### src/rtl/move_list_if.sv
// Handshake and bus bundle between the square-cell move bus, the collector
// and the downstream search engine.
interface move_list_if #(
    parameter int NUM_SQ = 2,
    parameter int DIRS   = 16,
    parameter int MOVE_W = 32
);
    localparam int CNT_W = $clog2(NUM_SQ * DIRS + 1);

    logic                            enable;
    logic                            start;
    logic                            captures_only;
    logic [NUM_SQ*DIRS*MOVE_W-1:0]   move_bus;
    logic [MOVE_W-1:0]               out_move;
    logic                            out_valid;
    logic                            out_ready;
    logic                            busy;
    logic                            done;
    logic [CNT_W-1:0]                move_count;

    modport slave (
        input  enable, start, captures_only, move_bus, out_ready,
        output out_move, out_valid, busy, done, move_count
    );

    modport master (
        output enable, start, captures_only, move_bus, out_ready,
        input  out_move, out_valid, busy, done, move_count
    );
endinterface

### src/rtl/move_list_collector.sv
// Snapshots the square-cell move bus, scans slots in index order, filters
// empty (and optionally non-capture) moves and streams survivors through a FIFO.
module move_list_collector #(
    parameter int NUM_SQ     = 2,
    parameter int DIRS       = 16,
    parameter int MOVE_W     = 32,
    parameter int FIFO_DEPTH = 8
) (
    input  logic           clk,
    input  logic           clear,
    move_list_if.slave     ml
);
    localparam int SLOTS  = NUM_SQ * DIRS;
    localparam int IDX_W  = (SLOTS > 1) ? $clog2(SLOTS) : 1;
    localparam int CNT_W  = $clog2(SLOTS + 1);
    localparam int PTR_W  = $clog2(FIFO_DEPTH);
    localparam int OCC_W  = PTR_W + 1;
    localparam int CAP_HI = 29;
    localparam int CAP_LO = 24;

    typedef enum logic [1:0] {IDLE, SCAN, DRAIN, DONE} state_t;

    state_t             state;
    state_t             state_n;
    logic [MOVE_W-1:0]  snap [SLOTS];
    logic [MOVE_W-1:0]  mem  [FIFO_DEPTH];
    logic               cap_only;
    logic [IDX_W-1:0]   idx;
    logic [CNT_W-1:0]   count;
    logic [PTR_W-1:0]   wr_ptr;
    logic [PTR_W-1:0]   rd_ptr;
    logic [OCC_W-1:0]   occ;

    logic [MOVE_W-1:0]  cur_word;
    logic               take_start;
    logic               scan_eval;
    logic               is_skip;
    logic               full;
    logic               push;
    logic               pop;
    logic               advance;
    logic               last;

    assign cur_word   = snap[idx];
    assign take_start = (state == IDLE) && ml.start;
    assign scan_eval  = (state == SCAN) && ml.enable;
    assign is_skip    = (cur_word == '0) || (cap_only && (cur_word[CAP_HI:CAP_LO] == '0));
    assign full       = (occ == OCC_W'(FIFO_DEPTH));
    // A pushable word never bypasses a full FIFO, even if the head pops this cycle.
    assign push       = scan_eval && !is_skip && !full;
    assign advance    = scan_eval && (is_skip || !full);
    assign last       = (idx == IDX_W'(SLOTS - 1));
    assign pop        = ml.out_valid && ml.out_ready;

    assign ml.out_valid  = (occ != '0);
    assign ml.out_move   = ml.out_valid ? mem[rd_ptr] : '0;
    assign ml.busy       = (state == SCAN) || (state == DRAIN);
    assign ml.done       = (state == DONE);
    assign ml.move_count = count;

    always_comb begin
        state_n = state;
        case (state)
            IDLE:    if (ml.start) state_n = SCAN;
            SCAN:    if (advance && last) state_n = DRAIN;
            DRAIN:   if (occ == '0) state_n = DONE;
            DONE:    state_n = IDLE;
            default: state_n = IDLE;
        endcase
    end

    always_ff @(posedge clk) begin
        if (clear) begin
            state    <= IDLE;
            cap_only <= 1'b0;
            idx      <= '0;
            count    <= '0;
            wr_ptr   <= '0;
            rd_ptr   <= '0;
            occ      <= '0;
        end else begin
            state <= state_n;
            if (take_start) begin
                cap_only <= ml.captures_only;
                idx      <= '0;
                count    <= '0;
            end else begin
                if (advance)
                    idx <= last ? '0 : idx + 1'b1;
                if (push && (count != CNT_W'(SLOTS)))
                    count <= count + 1'b1;
            end
            if (push)
                wr_ptr <= wr_ptr + 1'b1;
            if (pop)
                rd_ptr <= rd_ptr + 1'b1;
            case ({push, pop})
                2'b10:   occ <= occ + 1'b1;
                2'b01:   occ <= occ - 1'b1;
                default: occ <= occ;
            endcase
        end
    end

    // Snapshot and FIFO storage carry no reset; validity is tracked by occ.
    always_ff @(posedge clk) begin
        if (take_start) begin
            for (int i = 0; i < SLOTS; i++)
                snap[i] <= ml.move_bus[i*MOVE_W +: MOVE_W];
        end
        if (push)
            mem[wr_ptr] <= cur_word;
    end
endmodule

### src/flat_wrapper.sv
// flat-port wrapper written by rule: the top's interface ports become plain ports
module move_list_collector_flat 
#(
    parameter int NUM_SQ     = 2,
    parameter int DIRS       = 16,
    parameter int MOVE_W     = 32,
    parameter int FIFO_DEPTH = 8
)
  (clk, clear, ml_enable, ml_start, ml_captures_only, ml_move_bus, ml_out_ready, ml_out_move, ml_out_valid, ml_busy, ml_done, ml_move_count);
  move_list_if #(.NUM_SQ(NUM_SQ), .DIRS(DIRS), .MOVE_W(MOVE_W)) ml_i ();
  input  logic clk;
  input  logic clear;
  input wire logic [$bits(ml_i.enable)-1:0] ml_enable;
  input wire logic [$bits(ml_i.start)-1:0] ml_start;
  input wire logic [$bits(ml_i.captures_only)-1:0] ml_captures_only;
  input wire logic [$bits(ml_i.move_bus)-1:0] ml_move_bus;
  input wire logic [$bits(ml_i.out_ready)-1:0] ml_out_ready;
  output wire logic [$bits(ml_i.out_move)-1:0] ml_out_move;
  output wire logic [$bits(ml_i.out_valid)-1:0] ml_out_valid;
  output wire logic [$bits(ml_i.busy)-1:0] ml_busy;
  output wire logic [$bits(ml_i.done)-1:0] ml_done;
  output wire logic [$bits(ml_i.move_count)-1:0] ml_move_count;
  assign ml_i.enable = ml_enable;
  assign ml_i.start = ml_start;
  assign ml_i.captures_only = ml_captures_only;
  assign ml_i.move_bus = ml_move_bus;
  assign ml_i.out_ready = ml_out_ready;
  assign ml_out_move = ml_i.out_move;
  assign ml_out_valid = ml_i.out_valid;
  assign ml_busy = ml_i.busy;
  assign ml_done = ml_i.done;
  assign ml_move_count = ml_i.move_count;
  move_list_collector #(.NUM_SQ(NUM_SQ), .DIRS(DIRS), .MOVE_W(MOVE_W), .FIFO_DEPTH(FIFO_DEPTH)) u_core (.clk(clk), .clear(clear), .ml(ml_i));
endmodule
### config.mk
export PLATFORM = sky130hd
export DESIGN_NAME = move_list_collector_flat
export DESIGN_NICKNAME = d
export VERILOG_FILES = /design/src/rtl/move_list_if.sv /design/src/rtl/move_list_collector.sv /design/src/flat_wrapper.sv
export SDC_FILE = /design/constraint.sdc
export NUM_CORES = 1
export LEC_CHECK = 0
export ABC_AREA = 1
export BUFFER_PORTS_ARGS = -buffer_cell sky130_fd_sc_hd__buf_2
export CAP_MARGIN = 20
export CORE_AREA = 2 2 412 414
export DETAILED_ROUTE_END_ITERATION = 12
export DIE_AREA = 0 0 414 416
export SKIP_LAST_GASP = 1
export SYNTH_ARGS = -nofsm -noshare
export SYNTH_HDL_FRONTEND = slang
export SYNTH_SLANG_ARGS = --single-unit
export TNS_END_PERCENT = 5
### constraint.sdc
create_clock -name clk -period 68.7 [get_ports clk]
set_input_delay 3.435 -clock clk [delete_from_list [all_inputs] [get_ports clk]]
set_output_delay 3.435 -clock clk [all_outputs]
set_load 0.1 [all_outputs]
# After elaboration in Yosys (flattened, before gate mapping)
# Memory sizes are Yosys's and may differ from the RTL's. A register that Yosys moved wholly into a read port is not among the register bits.
# Index checks and enable logic that the tools add are counted.
[totals] ram_bits=1280 memories=2 wordCells=63 regBits=24
[op_classes] n_eq_ne=11 muxes=15 reduce_logical=22 add_sub_neg=6
[mem_list] memory="u_core.snap" depth=32 word_bits=32 read_ports=1 rd_clocked_by_memory_dff=1 write_ports=32 line="move_list_collector.sv:25" source="logic [MOVE_W-1:0] snap [SLOTS];"
[mem_list] memory="u_core.mem" depth=8 word_bits=32 read_ports=1 rd_clocked_by_memory_dff=1 write_ports=1 line="move_list_collector.sv:26" source="logic [MOVE_W-1:0] mem [FIFO_DEPTH];"
[op_table] operator="$logic_not A32 Y1" count=1
[op_table] operator="$mux W32" count=1
[op_table] operator="$mux W5" count=3
[op_table] operator="$logic_and A1 B1 Y1" count=9
[op_table] operator="$pmux W2 S4" count=1
[op_table] operator="$pmux W4 S2" count=1
[op_table] operator="$add A3 B1 Y3 const B" count=2
[op_table] operator="$add A6 B1 Y6 const B" count=1
[op_table] operator="$eq A2 B2 Y1 const B" count=3
[op_table] operator="$logic_not A6 Y1" count=1
[op_table] operator="$mux W2" count=3
[op_table] operator="$mux W3" count=2
[op_table] operator="$ne A2 B2 Y1 const B" count=3
[op_table] operator="$ne A6 B6 Y1 const B" count=1
[op_table] operator="$add A5 B1 Y5 const B" count=1
[op_table] operator="$eq A5 B5 Y1 const B" count=1
[op_table] operator="$add A4 B1 Y4 const B" count=1
[op_table] operator="$eq A2 B1 Y1 const B" count=2
[op_table] operator="$eq A4 B4 Y1 const B" count=1
[op_table] operator="$logic_not A4 Y1" count=1
[op_table] operator="$mux W1" count=4
[op_table] operator="$reduce_bool A4 Y1" count=1
[op_table] operator="$sub A4 B1 Y4 const B" count=1
[op_table] operator="$logic_or A1 B1 Y1" count=3
[op_table] operator="other kinds (5)" count=6

# Depth between registers and ports, before layout
# Gate-level depths: netlist of the first run.
[logic_depth] depth_word=8 depth_mapped=27 depth_no_buf=24

# Least setup slack after synthesis of the first run
# OpenSTA, ideal clock, no wires.
[synth_timing] path_type="input -> register" startpoint="input ml_start" endpoint="register (tool-made name)" path_stages=5 arrival_time_ns=25.332 path_slack_ns=43.213 n_path_buf=0 setup_time_ns=0.155 t_required_ns=68.545 cell_sequence="nand2_1 -> inv_1 -> nor2_1 -> nand2_1 -> nor3_1"
[synth_lines] element="start, declared" line="flat_wrapper.sv:14" source="input wire logic [$bits(ml_i.start)-1:0] ml_start;"

==> results list, run 1 <==
* Placement Rows: between 150 and 200
- Synthesis instantiated 34 different standard cells from the library.
- During placement, the flow inserted port buffers numbering ~1100.
- Kind of critical path: flip-flop to output pin
- Post-synthesis average cell area: around 12 um2
- The worst setup path is launched from a flip-flop.
* Critical path buffers and inverters: 3
- Largest cells by area after synthesis: edfxtp_1 (73%), nand2_1 (9.7%), nand3_1 (8.0%)
- Slew Limit Headroom: 0.256
- From bottom edge to top edge, the die measures roughly 420 um.
* Classification of the worst-slack hold path: flip-flop to flip-flop
- Clock sink count: around 1300
- The number of nets handed over by synthesis was around 5400.
* Kind of end point of the critical path: output pin
- Cells along the critical path: inv_2 -> buf_4 -> o21ai_0 -> o22ai_1 -> o21ai_0 -> a31oi_1 -> buf_2
* Top cell type's share of synthesized area: 0.730
* Final HPWL from detailed placement: 132 mm
- Worst EP arrival: between 4 and 5 ns
- The net count of the finished layout is ~6400.
- Drc violations: 0
- Total length of routed wires: around 190 mm
* Biggest fanout along the worst timing path: between 80 and 90
- Static timing analysis puts the maximum clock frequency at 0.134 GHz.
- Clock-pin slew was measured on the worst setup and hold paths at roughly 0.060 ns.
- The flow ran to the end, and the final reports show no timing, DRC or antenna violations.
- Number of resized instances in the post-cts repair step: 0
- The compound-gate portion of the synthesized area is 0.0260.
- Static Leak: 25.1 nW
- Peak supply drop: between 20 and 25 uV
* Die Outline Area: 172000 um2
- Least setup slack across all paths after layout: 61.25 ns
- Max Root-Sink Buffers: 3
- Area of the core: 168000 um2
- After layout, the minimum clock period comes to around 7.5 ns.
- Proportion of layout cells with a drive suffix above 1: 0.246
* Number of vias after detailed routing: 38200
- Synthesized area: approximately 53000 um2
- Global-route wire length before repair: roughly 260 mm
- Synthesis produced about 4400 cells.
- Compared with the post-synthesis result, the final layout area differs by 23.1%.
* Final Max Slew Viols: 0
- Main synth FF type: edfxtp_1
- After synthesis, the largest family of logic cells by area is simple AND/OR/NAND/NOR gates.
- The detail route stage leaves a number of antenna-violating nets equal to 0.
- Required @ worst endpoint: about 65 ns
* GRT Total Usage: 0.215
- The library cells used most frequently in the layout, excluding fill and tap cells, are nand2_1 (1363), edfxtp_1 (1280), buf_2 (1070).
- TritonCTS built the clock tree.
- Worst slack after detailed placement: around 61 ns
* Sequential cell area fraction in the yosys report: 0.742
- The slowest stage of the critical path belongs to the cell buf_4.
- Proportion of synthesized area in mux cells: 0
- Number of antenna violations at the first check in global routing: roughly 130
- In this run, synthesis inferred around 1300 flip-flops with an integrated enable.
- 1071 I/O pins were placed.
* Async SR Flop Fraction: 0
* Count of maximum capacitance violations: 0
- Starting DRT DRC Count: between 4000 and 5000
- Post-DR wirelength/cell: 24.6 um
- CTS Hold Bufs: 0
- Filler instances: between 15000 and 20000
* Clk Latency, worst-skew pair: 0.80 ns
- Master cell of the clock root buffer: clkbuf_16
- Number of buffers inserted by post-CTS setup repair: 0
* Largest net degree at the start of global routing: approximately 260
* Clock buffers created by TritonCTS: ~150
- For this run, the number of Yosys warnings is 0.
* Chip Width: between 400 and 500 um
- Final hold violation count: 0
- The cell that appears most often on the critical path is o21ai_0.
* Cell class contributing the biggest share of worst-path delay: buffers and inverters
- Of the total synthesized cell area, the portion taken by AND, OR, NAND and NOR gates is 0.196.
- Setup-failing EPs final: 0
- For the final routed database, the setup TNS stands at 0 ns.
- Of all cell types, the one taking the most synthesized area is edfxtp_1.
- Post-synthesis adder-cell area fraction: 0.00370
* Pwr/cell area: about 40 nW/um2
* Mean number of vias per cell: between 4 and 5
- Final weighted congestion in routability-driven placement: a little under 0.9
* Slew at the pin with the worst max-slew slack: between 1 and 1.5 ns
- Of the total synthesized cell area, the portion taken by XOR and XNOR cells is 0.000997.
* Clk_skew: around 0.04 ns
- Setup repair after global routing left no endpoint under its margin.
- In this run the number of H-tree levels came out at 4.
- Highest cell delay on the worst timing path: around 0.76 ns
* Grt ovf: 0
- The number of global-route vias before repair is around 37000.
- Most frequent standard cell in the layout excluding fill and tap cells: nand2_1
* Iteration count of the initial detailed-routing pass: 6
- Of the available clock period, the critical path in the final layout requires 0.108.
- The initial utilization of the core area, before any placement, comes to 0.313.
- Number of register bits inferred by synthesis: between 1000 and 1500
-- cell families after synthesis --
kind of cell             after synthesis
AO/OA/AOI/OAI                        255
flip-flops                          1312
buffers and inverters                340
AND/OR/NAND/NOR                     2453
XOR/XNOR                               6
adder cells (fa/ha/maj)               15
-- path summary, 6_finish.rpt --
| check | endpoint | slack, ns | startpoint | cells past startpoint |
|---|---|---|---|---|
| hold / removal | u_core.rd_ptr[2] | 0.47 | u_core.rd_ptr[2] | 2 |
| setup / recovery | ml_out_move[25] | 61.25 | flip-flop | 7 |
| hold reg to reg | u_core.rd_ptr[2] | 0.47 | u_core.rd_ptr[2] | 2 |
| setup reg to reg | u_core.occ[3] | 62.23 | flip-flop | 26 |
-- Yosys cell counts, types with 2 or more instances --
| cell | instances |
|---|---|
| a31oi_1 | 32 |
| clkbuf_1 | 61 |
| buf_4 | 30 |
| buf_1 | 21 |
| nor3_1 | 6 |
| nand2_2 | 2 |
| clkinv_1 | 2 |
| edfxtp_1 | 1280 |
| buf_2 | 140 |
| xnor2_1 | 3 |
| inv_1 | 67 |
| o21ai_0 | 171 |
| a21oi_1 | 16 |
| xor2_1 | 3 |
| nand3_1 | 839 |
| nand4_1 | 2 |
| ha_1 | 14 |
| nand2_1 | 1363 |
| dfxtp_1 | 32 |
| buf_6 | 16 |
| inv_2 | 2 |
| nand3_2 | 2 |
| o22ai_1 | 32 |
| nor2_1 | 235 |
-- per-layer routing --
metal	track usage	wire, um	vias up
met5	0	377	-
met4	0.0915	6520	62
met3	0.0557	15300	354
met2	0.357	94800	1743
met1	0.266	74500	18400
li1	-	-	17600
-- sequential cells by signal (all words and copies together) (netlist names), 2 cells and up, named ones only --
signal,count
u_core.snap,1024
u_core.mem,256
u_core.ml.move_count,6
u_core.idx,5
u_core.occ,4
u_core.rd_ptr,3
u_core.wr_ptr,3
u_core.state,2
-- where the power goes --
group	internal (W)	switching [W]	total, W
Sequential	0.00110	0.0000493	0.00115
Combinational	0.000150	0.000539	0.000688
Clock	0.000450	0.000327	0.000777
Total	0.00170	0.000915	0.00261
-- worst min-delay path, stage by stage, from the launching register on --
cell     delay, ns
dfxtp_1       0.31
inv_1         0.05
a21oi_1       0.06
-- per-stage QoR --
stage | total power, W | cell area (um2) | util | std cells | hold slack (ns)
detailed placement | 0.00186 | 59900 | 0.356 | 7449 | 0.451
global route | 0.00274 | 64800 | 0.385 | 7782 | 0.479
CTS | 0.00264 | 64600 | 0.384 | 7715 | 0.464
global placement | 0.00185 | 59900 | 0.356 | 7449 | 0.448
floorplan | 0.00176 | 52700 | - | 4381 | 0.433
finish | 0.00261 | 64900 | 0.386 | 7800 | 0.469
-- final cells by class --
| class | instances | area, um2 | share of cell area |
|---|---|---|---|
| Sequential cell | 1312 | 39100 | 0.603 |
| Multi-Input combinational cell | 2729 | 11900 | 0.184 |
| Timing Repair Buffer | 1120 | 5830 | 0.0899 |
| Clock buffer | 179 | 3850 | 0.0594 |
| Tap cell | 2218 | 2780 | 0.0428 |
| Clock inverter | 87 | 840 | 0.0129 |
| Inverter | 72 | 319 | 0.00492 |
| Antenna cell | 83 | 208 | 0.00320 |
(Power assumes the default switching activity.)
==> run 2: changes to the inputs <==
clock period = 7.45 ns   (was 68.7 ns; I/O delays follow)
==> run 2 against run 1 <==
Clock power grew to 9.3 times the previous value. Core utilization rose by 6.1 points. Total power grew to 9.5 times the previous value. Largest cell class unchanged.
==> results list, run 2 (same netlist as run 1, synthesis figures left out) <==
* Clk Latency, worst-skew pair: 0.78 ns (was 0.80 ns)
- The kind of end point of the critical path is a flip-flop (was output pin).
* Classification of the worst-slack hold path: primary input to flip-flop (was flip-flop to flip-flop)
- The post-cts hold buffer count was 1026 (was 0).
- FF-to-FF path depth: 25 (was 26)
- Chip Width: 414 um (unchanged)
* Number of vias after detailed routing: 44000 (was 38200)
- The vertical die dimension came to 416 um (unchanged).
* Biggest fanout along the worst timing path: 121 (was 86)
* Period Utilization, post-route: 0.785
- Post-DR wirelength/cell: 24.2 um (was 24.6 um)
- Worst R2R End: u_core.occ[3] (unchanged)
- The relative area change from synthesis to final layout is 42.7% (was 23.1%).
* Destination of the worst hold path: u_core.cap_only (was u_core.rd_ptr[2])
- The global routing usage on met3 was 0.0556 (was 0.0557).
- Hold Crit Start: ml_captures_only (was u_core.rd_ptr[2])
- Worst slack after detailed placement: 1.70 ns (was 61.42 ns)
- The H-tree depth is 4 (unchanged).
* Starting utilization of the core area: 0.313 (unchanged)
- The DRC violation count after routing came to 0 (unchanged).
* Largest net degree at the start of global routing: 180 (was 258)
- Worst Hold Path Cells: 3 (was 2)
* Iteration count of the initial detailed-routing pass: 6 (unchanged)
- The final core area utilization is 0.447 (was 0.386).
- The area of the core was 168000 um2 (unchanged).
* Remaining number of nets flagged by the antenna check after routing: 0 (unchanged)
- Starting DRT DRC Count: 4705 (was 4408)
* Global-route wire length before repair: 300 mm (was 265 mm)
- The number of gates given a new drive strength after cts is 0 (unchanged).
- The number of buffers inserted by post-CTS setup repair was 0 (unchanged).
- The number of antenna violations at the first check in global routing came to 82 (was 129).
- The count of fill cells added during filler insertion came to 15000 (was 16400).
* Total length of routed wires: 214 mm (was 192 mm)
- Final Max Slew Viols: 0 (unchanged)
- For this run, the top clock speed supported by timing is 0.171 GHz.
* Register ranked first by flip-flop count: u_core.snap (unchanged)
- The ratio of cells with drive above 1 in the final layout is 0.209 (was 0.246).
- The clock tree skew after final layout was 0.0316 ns (was 0.0401 ns).
- The data arrival time at the worst-slack endpoint came to 6.51 ns (was 4.02 ns).
* Mean number of vias per cell: 4.99 (was 4.89)
- The die footprint is 172000 um2 (unchanged).
- The number of flip-flops in the largest register was 1024 (unchanged).
* Required @ worst endpoint: 8.11 ns (was 65.26 ns)
- The number of clock sinks came to 1312 (unchanged).
- The transition time at the pin with the least slew margin came to 1.12 ns (about the same).
- Pwr/cell area: 331 nW/um2 (was 40.3 nW/um2)
- Master cell of the clock root buffer: clkbuf_16 (unchanged)
* Grt ovf: 0 (unchanged)
- The register-to-register setup slack was 1.60 ns (was 62.23 ns).
- Clock tree from TritonCTS: done (unchanged)
- Static Leak: 29.4 nW (was 25.1 nW)
* Post-layout minimum cycle time: roughly 5.9 ns
- The largest vdd supply drop was 335 uV (was 24.1 uV).
- Kind of critical path: flip-flop to flip-flop (was flip-flop to output pin)
* Num ports: 1071 (unchanged)
* Clock transition at the registers of the reported paths: 0.06 ns (about the same)
* Most frequent cells in the layout: nand2_1 (1362), edfxtp_1 (1280), buf_2 (1070) (was nand2_1 (1363), edfxtp_1 (1280), buf_2 (1070))
- The number of rows created at floorplan is 151 (unchanged).
* Result of the run: complete, no violations (unchanged)
* Number of input and output port buffers inserted: 1070 (unchanged)
* Count of maximum capacitance violations: 0 (unchanged)
- The number of buffers between clock root and the deepest sink came to 3 (unchanged).
* RSZ-0062 raised after global routing: false (unchanged)
* Most frequent standard cell in the layout excluding fill and tap cells: nand2_1 (unchanged)
* Final hold violation count: 0 (unchanged)
- Met2 Usage GRT: 0.402 (was 0.357)
- The total setup violations reported at the end of the flow is 0 (unchanged).
* Most heavily used metal layer in global routing: met2 (unchanged)
- The weighted congestion reported at the end of routability-driven placement is 0.927 (was 0.891).
- Final Net Count: 7455 (was 6426)
- Met1 Track Usage GR: 0.295 (was 0.266)
- The estimated wirelength of the detail-placed design was 138 mm (was 132 mm).
- GRT Total Usage: 0.239 (was 0.215)
- Element type at the critical path start: flip-flop (unchanged)
* Least setup slack across all paths after layout: 1.60 ns (was 61.25 ns)
- Slew Limit Headroom: 0.254 (was 0.256)
* Via count of the first global-routing pass: 44300 (was 36700)
- The number of CTS-inserted buffers is 146 (unchanged).
[run 2: worst max path at each step]
| stage | startpoint | endpoint | slack [ns] | depth (start not counted) |
|---|---|---|---|---|
| after floorplan | u_core.state[0] | u_core.snap[0][0] | -9.04 | 4 |
| after global placement | flip-flop | u_core.occ[3] | 1.67 | 24 |
| after detailed placement | flip-flop | u_core.occ[3] | 1.70 | 24 |
| after CTS | flip-flop | u_core.occ[3] | 1.69 | 24 |
| after global routing | flip-flop | u_core.occ[3] | 1.10 | 24 |
| final | flip-flop | u_core.occ[3] | 1.60 | 25 |
[run 2: layer usage]
metal,routed length [um],up-vias,share of wire
li1,-,19600,-
met1,81800,21300,0.38
met2,104000,2579,0.49
met3,18000,512,0.084
met4,9470,10,0.044
met5,75,-,0.00035
[run 2: where the power goes]
part           total, W  internal (W)  switching (W)
clock           0.00719       0.00409        0.00310
combinational   0.00697       0.00175        0.00522
sequential       0.0107        0.0102       0.000583
total            0.0249        0.0160        0.00890
[run 2: metrics by stage]
stage / cell area, um2 / hold WS (ns) / std cells / total power (W) / setup TNS (ns)
3_3_place_gp: 60000 / 0.444 / 7453 / 0.0172 / 0
4_1_cts: 75000 / 0.0138 / 8746 / 0.0249 / 0
5_1_grt: 75200 / 0.0426 / 8812 / 0.0259 / 0
3_5_place_dp: 60100 / 0.458 / 7454 / 0.0173 / 0
2_1_floorplan: 52700 / 0.433 / 4381 / 0.0147 / -9397.72
6_report: 75200 / 0.0945 / 8826 / 0.0249 / 0
[run 2: cell type report]
cell class / count / area [um2] / share of cell area
flip-flops and latches: 1312 / 39100 / 0.520
clock buffers: 182 / 3870 / 0.0515
clock inverters: 84 / 797 / 0.0106
repair buffers: 2149 / 16200 / 0.215
well taps: 2218 / 2780 / 0.0369
diodes: 80 / 200 / 0.00266
inverters: 72 / 318 / 0.00423
multi-input cells: 2729 / 12000 / 0.159
[run 2: worst max-delay path, cell delays in order (launching register included)]
cell and delay (ns):
dfxtp_4 0.87, buf_12 0.41, buf_4 0.76, nand2_1 0.10, nand3_1 0.12, nand3_1 0.15, nand2_1 0.21, nand2_1 0.08
nand3_1 0.24, nand2_1 0.17, nand2_1 0.11, nor2_1 0.06, nand2_1 0.22, nor2_1 0.11, a21boi_2 0.22, nand2_2 0.13
ha_1 0.24, ha_1 0.33, nand2_1 0.07, nor2_1 0.04, a211oi_1 0.25, nor2_1 0.07, nor2_1 0.10, nand2_1 0.08
o21ai_0 0.15, a21oi_1 0.06
